==> src/rtl/smooth_scheduler.sv <==
// smooth_scheduler: runs N averager passes, copying result RAM words 1..3V into object RAM after each; host start/busy/done/error/passes_done, averager avg_start/avg_busy, RAM mux ram_sel, copy ports cp_*
module smooth_scheduler #(
  parameter int ADDR_WIDTH    = 9,
  parameter int ITER_WIDTH    = 4,
  parameter int START_TIMEOUT = 8
) (
  input  logic                  clk,
  input  logic                  rst,
  input  logic                  start,
  input  logic [ITER_WIDTH-1:0] iterations,
  input  logic [31:0]           vertex_count,
  output logic                  busy,
  output logic                  done,
  output logic                  error,
  output logic [ITER_WIDTH-1:0] passes_done,
  output logic                  avg_start,
  input  logic                  avg_busy,
  output logic [1:0]            ram_sel,
  output logic                  cp_res_en,
  output logic [ADDR_WIDTH-1:0] cp_res_a,
  input  logic [31:0]           res_do,
  output logic                  cp_obj_en,
  output logic [3:0]            cp_obj_we,
  output logic [ADDR_WIDTH-1:0] cp_obj_a,
  output logic [31:0]           cp_obj_di
);
  localparam int CW = $clog2(START_TIMEOUT + 1);
  typedef enum logic [2:0] {IDLE, LAUNCH, WAIT_HI, WAIT_LO, COPY, FINISH} state_t;
  state_t                  state_q;
  logic [ITER_WIDTH-1:0]   n_q;
  logic [31:0]             v_q;
  logic [CW-1:0]           cnt_q;
  logic [ADDR_WIDTH-1:0]   last_a;
  logic [ITER_WIDTH-1:0]   next_p;
  assign last_a    = ADDR_WIDTH'(v_q * 32'd3);
  assign next_p    = passes_done + 1'b1;
  assign cp_obj_di = cp_obj_en ? res_do : '0;
  always_ff @(posedge clk) begin
    if (rst) begin
      state_q     <= IDLE;
      n_q         <= '0;
      v_q         <= '0;
      cnt_q       <= '0;
      busy        <= 1'b0;
      done        <= 1'b0;
      error       <= 1'b0;
      passes_done <= '0;
      avg_start   <= 1'b0;
      ram_sel     <= 2'd0;
      cp_res_en   <= 1'b0;
      cp_res_a    <= '0;
      cp_obj_en   <= 1'b0;
      cp_obj_we   <= 4'b0000;
      cp_obj_a    <= '0;
    end else begin
      done      <= 1'b0;
      cp_obj_en <= cp_res_en;
      cp_obj_we <= {4{cp_res_en}};
      cp_obj_a  <= cp_res_a;
      case (state_q)
        IDLE: if (start) begin
          n_q         <= iterations;
          v_q         <= vertex_count;
          passes_done <= '0;
          error       <= 1'b0;
          busy        <= 1'b1;
          if (iterations == '0 || vertex_count == '0) state_q <= FINISH;
          else begin
            state_q <= LAUNCH;
            ram_sel <= 2'd1;
          end
        end
        LAUNCH: begin
          avg_start <= 1'b1;
          cnt_q     <= '0;
          state_q   <= WAIT_HI;
        end
        WAIT_HI: if (avg_busy) begin
          avg_start <= 1'b0;
          state_q   <= WAIT_LO;
        end else if (cnt_q == CW'(START_TIMEOUT - 1)) begin
          error     <= 1'b1;
          avg_start <= 1'b0;
          ram_sel   <= 2'd0;
          state_q   <= FINISH;
        end else cnt_q <= cnt_q + 1'b1;
        WAIT_LO: if (!avg_busy) begin
          ram_sel   <= 2'd2;
          cp_res_en <= 1'b1;
          cp_res_a  <= ADDR_WIDTH'(1);
          state_q   <= COPY;
        end
        COPY: if (cp_res_en) begin
          cp_res_en <= cp_res_a != last_a;
          cp_res_a  <= cp_res_a == last_a ? '0 : cp_res_a + 1'b1;
        end else begin
          passes_done <= next_p;
          ram_sel     <= next_p == n_q ? 2'd0 : 2'd1;
          state_q     <= next_p == n_q ? FINISH : LAUNCH;
        end
        FINISH: begin
          done    <= 1'b1;
          busy    <= 1'b0;
          state_q <= IDLE;
        end
        default: state_q <= IDLE;
      endcase
    end
  end
endmodule
==> config.mk <==
export PLATFORM = sky130hd
export DESIGN_NAME = smooth_scheduler
export DESIGN_NICKNAME = d
export VERILOG_FILES = /design/src/rtl/smooth_scheduler.sv
export SDC_FILE = /design/constraint.sdc
export NUM_CORES = 1
export LEC_CHECK = 0
export CORE_UTILIZATION = 37
export DETAILED_ROUTE_END_ITERATION = 10
export GPL_TIMING_DRIVEN = 0
export PLACE_DENSITY_LB_ADDON = 0.08
export SKIP_LAST_GASP = 1
export SYNTH_ARGS = -nofsm -noshare
export SYNTH_HDL_FRONTEND = slang
export SYNTH_SLANG_ARGS = --single-unit
==> constraint.sdc <==
create_clock -name clk -period 2.35 [get_ports clk]
set_input_delay 0.5875 -clock clk [delete_from_list [all_inputs] [get_ports clk]]
set_output_delay 0.5875 -clock clk [all_outputs]
set_load 0.005 [all_outputs]
After elaboration in Yosys (flattened, before gate mapping)
Cells that the tools add are included.
{"block": "op_classes", "addsub": 3, "multipliers": 1, "eq_ne": 18, "muxes": 40, "n_reduce_logical": 20}
{"operator": "logical NOT 32 bit", "count": 1}
{"operator": "multiplier 32 x 2 -> 9 bit (second input constant)", "count": 1}
{"operator": "2-to-1 mux 32 bit", "count": 1}
{"operator": "2-to-1 mux 9 bit", "count": 3}
{"operator": "2-to-1 mux 3 bit", "count": 7}
{"operator": "one-hot mux 9 bit (2 select lines)", "count": 1}
{"operator": "2-to-1 mux 4 bit", "count": 4}
{"operator": "inequality test 2 bit (second input constant)", "count": 8}
{"operator": "one-hot mux 4 bit (2 select lines)", "count": 2}
{"operator": "one-hot mux 3 bit (5 select lines)", "count": 1}
{"operator": "2-to-1 mux 2 bit", "count": 6}
{"operator": "2-to-1 mux 1 bit", "count": 10}
{"operator": "nonzero test 2 bit", "count": 5}
{"operator": "adder 9 x 1 -> 9 bit (second input constant)", "count": 1}
{"operator": "== test 9 bit", "count": 1}
{"operator": "inequality test 9 bit", "count": 1}
{"operator": "AND reduction 3 bit", "count": 3}
{"operator": "adder 4 x 1 -> 4 bit (second input constant)", "count": 2}
{"operator": "one-hot mux 1 bit (2 select lines)", "count": 4}
{"operator": "one-hot mux 2 bit (4 select lines)", "count": 1}
{"operator": "AND reduction 2 bit", "count": 4}
{"operator": "AND reduction 4 bit", "count": 2}
{"operator": "AND reduction 7 bit", "count": 1}
{"operator": "== test 3 x 2 -> 1 bit (second input constant)", "count": 2}
{"operator": "9 further kinds", "count": 10}
{"block": "totals", "register_bits": 74}

Logic depth before layout (Yosys ltp)
{"block": "logic_depth", "depth_word": 5, "depth_mapped": 11, "depth_no_buf": 10}

Worst setup path after synthesis
Ideal clock, no wire load.
{"block": "synth_timing", "path_kind": "register to register", "start": "register v_q[1]", "end": "register cp_res_a[1]", "setup_ns": 0.117, "arrival_time_ns": 2.293, "required_ns": 2.233, "slack_ns": -0.059, "path_stages_with_launch": 11, "period_less_slack_ns": 2.409, "path_cell_list": "dfxtp_1 -> ha_1 -> inv_1 -> fa_1 -> nand2b_1 -> a21oi_1 -> and3_2 -> a2bb2oi_1 -> a311oi_2 -> buf_6 -> a22o_1"}
{"block": "synth_between", "elab_chain_len": 5}
{"item": "start, declared", "line_no": "31", "source": "logic [31:0] v_q;"}
{"item": "start signal, assigned", "line_no": "63", "source": "v_q <= vertex_count;"}
{"item": "multiplier 32 x 2 -> 9 bit", "line_no": "35", "source": "assign last_a = ADDR_WIDTH'(v_q * 32'd3);"}
{"item": "== test 9 bit", "line_no": "95", "source": "cp_res_a <= cp_res_a == last_a ? '0 : cp_res_a + 1'b1;"}
{"item": "2-to-1 mux 9 bit", "line_no": "95"}
{"item": "2-to-1 mux 9 bit", "line_no": "93", "source": "COPY: if (cp_res_en) begin"}
{"item": "one-hot mux 9 bit (2 select lines)", "line_no": "60", "source": "case (state_q)"}
{"item": "end signal, assigned", "line_no": "95"}
{"item": "end, declared", "line_no": "20", "source": "output logic [ADDR_WIDTH-1:0] cp_res_a,"}
No other way between the ends. The select of a mux whose other input is x is not followed.
A chain may end at the register's enable or synchronous reset.

Worst setup path after layout
{"block": "layout_timing", "start": "register v_q[1]", "end": "register cp_res_a[3]"}
Same word-level chain as after synthesis.

==> flow_summary.json <==
{
  "maxSlewViolCount": 0,
  "path_clk_slew_ps": 100,
  "syn_inst": 352,
  "tritoncts": "built",
  "final_area_um2": 4590,
  "grt_pass1_wl_um": 12100,
  "gr-usage-all-layers_pct": 19.4,
  "grt_max_degree": 16,
  "critPathBufInv": 2,
  "worstHoldEndpoint": "ram_sel[0]",
  "io_pins": 138,
  "syn_avg_cell_area_um2": 8.04,
  "rr_worst_depth": 10,
  "synthTopCellsByArea": "dfxtp_1 (35%), and2_1 (7.3%), a21oi_1 (6.5%)",
  "drtPass1Iterations": 6,
  "worstHoldPathType": "register to register",
  "ir_worst_vdd_mv": 0.345,
  "die_y_um": 89.5,
  "r2r-end": "cp_res_a[3]",
  "met2_usage_pct": 36.5,
  "met3_usage_pct": 3.69,
  "seq_area_um2": 1010,
  "r2r_slack_ps": -90,
  "cp.required_ps": 2550,
  "critPathCaptureType": "register",
  "stdcell_count": 601,
  "initial_core_util_pct": 38.6,
  "path_cells": "ha_4 -> inv_2 -> fa_2 -> xnor2_2 -> a2111oi_4 -> o211ai_2 -> nor4_2 -> a311oi_2 -> buf_4 -> a22o_2",
  "hold_viol": 0,
  "synth_top_cell_area_share_pct": 35.4,
  "worstMarginPinSlew_ps": 672,
  "synth_top_area_cell": "dfxtp_1",
  "numPortBuffers": 135,
  "place_area_um2": 4310,
  "synth_cell_types": 47,
  "synth-async-reset-ratio_pct": 0,
  "ys_seq_elements": 50,
  "dieWidth_um": 89.5,
  "clock_latency_ps": 300,
  "multi_input_area_um2": 1800,
  "rows": 31,
  "post_drt_wl_per_cell_um": 13.0,
  "finalSetupViolCount": 8,
  "crit_family": "compound AO/OA/AOI/OAI gates",
  "maxCapViolCount": 0,
  "drtAntennaViolNets": 0,
  "htreeDepth": 2,
  "placed_cells": 586,
  "vias": 2981,
  "powerDensity_nw_per_um2": 449,
  "synth-main-ff-cell": "dfxtp_1",
  "dr.first_iter.drc_count": 97,
  "seq_area_frac_synth_pct": 35.4,
  "status": "complete, but fails checks",
  "grt_util_met1_pct": 22.8,
  "whs_path_depth": 2,
  "min_from": "ram_sel[0]",
  "synthesis.nets": 435,
  "finalCriticalPeriod_ps": 2440,
  "nets": 584,
  "period_share_pct": 104,
  "setup_slack_ps": -88.9,
  "leakage_nw": 1.72,
  "drcViolationCount": 0,
  "fillers": 648,
  "cts_root_buf": "clkbuf_8",
  "violations": "setup timing",
  "crit_path_start_kind": "register",
  "clock_path_buffers": 2,
  "cp_data_arrival_time_ps": 2640,
  "synth_most_common_cell": "dfxtp_1",
  "r2r-start": "v_q[1]",
  "hpwl_um": 6110,
  "synth_common_cells": "dfxtp_1 (50), nand2_1 (45), a21oi_1 (37)",
  "maxClockFrequency_ghz": 0.410,
  "cpMaxStageDelayCell": "fa_2",
  "synth_edf_count": 0,
  "cts.sinks": 50,
  "relSlewSlack_pct": 54.8,
  "ys_warn_count": 0,
  "skew_ps": 6.45,
  "avgViaCountPerCell": 4.96,
  "wl_um": 7840,
  "rsz0062_at_grt": "yes",
  "busiest_layer": "met2",
  "grt_pass1_vias": 2725,
  "gp_congestion": 0.807,
  "crit_fanout": 5,
  "worstSetupPathType": "register to register",
  "holdBufCountCts": 0,
  "grt-ovfl-total": 0,
  "syn2layout_area_growth_pct": 62.2,
  "coreArea_um2": 7330,
  "cts_inserted_buffers": 5,
  "netlist_area_um2": 2830,
  "antenna_found_initial": 0,
  "diodes": 0,
  "drive_above_1_share_pct": 10.8,
  "die-area_um2": 8000,
  "slowest_delay_ps": 440
}
[routing by layer]
layer  vias up  share of wire [%]
met2       114                 50
met4         0               0.61
met5         -                  0
met1      1341                 43
met3         6                7.2
li1       1520                  -
[cell usage in the layout (no fill, tap or decap), types with 11 or more instances in the layout]
| cell | instances |
|---|---|
| a21oi_1 | 33 |
| clkbuf_1 | 11 |
| clkdlybuf4s50_1 | 135 |
| and2_1 | 33 |
| nand2_1 | 45 |
| xnor2_1 | 14 |
| nor2_1 | 22 |
| dfxtp_1 | 46 |
| nand3_1 | 14 |
| nor3_1 | 12 |
[worst register-to-register path, delay by kind of cell (launching register included)]
| family | cells | cell delay, ps |
|---|---|---|
| XOR/XNOR | 1 | 160 |
| AO/OA/AOI/OAI | 4 | 770 |
| buffers and inverters | 2 | 250 |
| AND/OR/NAND/NOR | 1 | 180 |
| adder cells (fa/ha/maj) | 2 | 600 |
| flip-flops | 1 | 370 |
[how the worst max path moves through the flow]
stage          cells after the start           to  slack, ps    from
2_1_floorplan                     10  cp_res_a[1]         30  v_q[1]
3_3_place_gp                      10  cp_res_a[1]       -170  v_q[0]
3_5_place_dp                      10  cp_res_a[3]       -210  v_q[1]
4_1_cts                           10  cp_res_a[3]        -90  v_q[1]
5_1_grt                           10  cp_res_a[3]       -240  v_q[1]
6_report                          10  cp_res_a[3]        -90  v_q[1]
[registers in the layout, summed over array words and instances, names as in the netlist]
signal	flops
busy	1
passes_done	4
error	1
cp_obj_we	1
cp_obj_a	9
ram_sel	2
cp_res_a	9
avg_start	1
n_q	4
v_q	9
cp_res_en	1
cnt_q	4
done	1
state_q	3
[timing repair]
| item | CTS | global route |
|---|---|---|
| pin swaps | 4 | 2 |
| resized for setup | 24 | 9 |
| cloned | 1 | 0 |
| setup endpoints to repair | 40 | 30 |
| endpoints found under the hold margin | 0 | 0 |
| buffers inserted | 6 | 0 |
[cell type report]
class | count | area share, %
Buffer | 19 | 2.29
Clock buffer | 6 | 1.58
Clock inverter | 2 | 0.817
Inverter | 10 | 0.817
Multi-Input combinational cell | 273 | 39.2
Sequential cell | 50 | 22.0
Tap cell | 99 | 2.70
Timing Repair Buffer | 142 | 30.7
[stage by stage]
stage	hold WS [ps]	setup TNS (ps)	power, mW	util [%]	setup WS (ps)
3_5_place_dp	451	-2320	1.42	58.8	-209
5_1_grt	486	-1810	2.17	62.6	-242
3_3_place_gp	447	-1990	1.41	58.8	-168
2_1_floorplan	448	0	1.21	-	26.4
6_report	458	-410	2.06	62.6	-88.9
4_1_cts	465	-291	2.06	62.3	-85.9
[where the power goes]
part	switching, mW	total, mW	internal [mW]
Combinational	0.244	0.533	0.288
Sequential	0.0337	0.918	0.884
Clock	0.293	0.611	0.318
Total	0.571	2.06	1.49
[cell families (layout without fill, tap and decap cells)]
group	Yosys count	after routing	share of synthesized area [%]
buffers and inverters	29	179	4.91
adders and majority gates	11	11	5.13
muxes	4	4	1.46
DFF	50	50	35.4
xor gates and xnor gates	23	23	7.12
and+or+nand+nor	164	164	29.7
AOI/OAI and AO/OA	71	71	16.3
(Power assumes the default switching activity.)
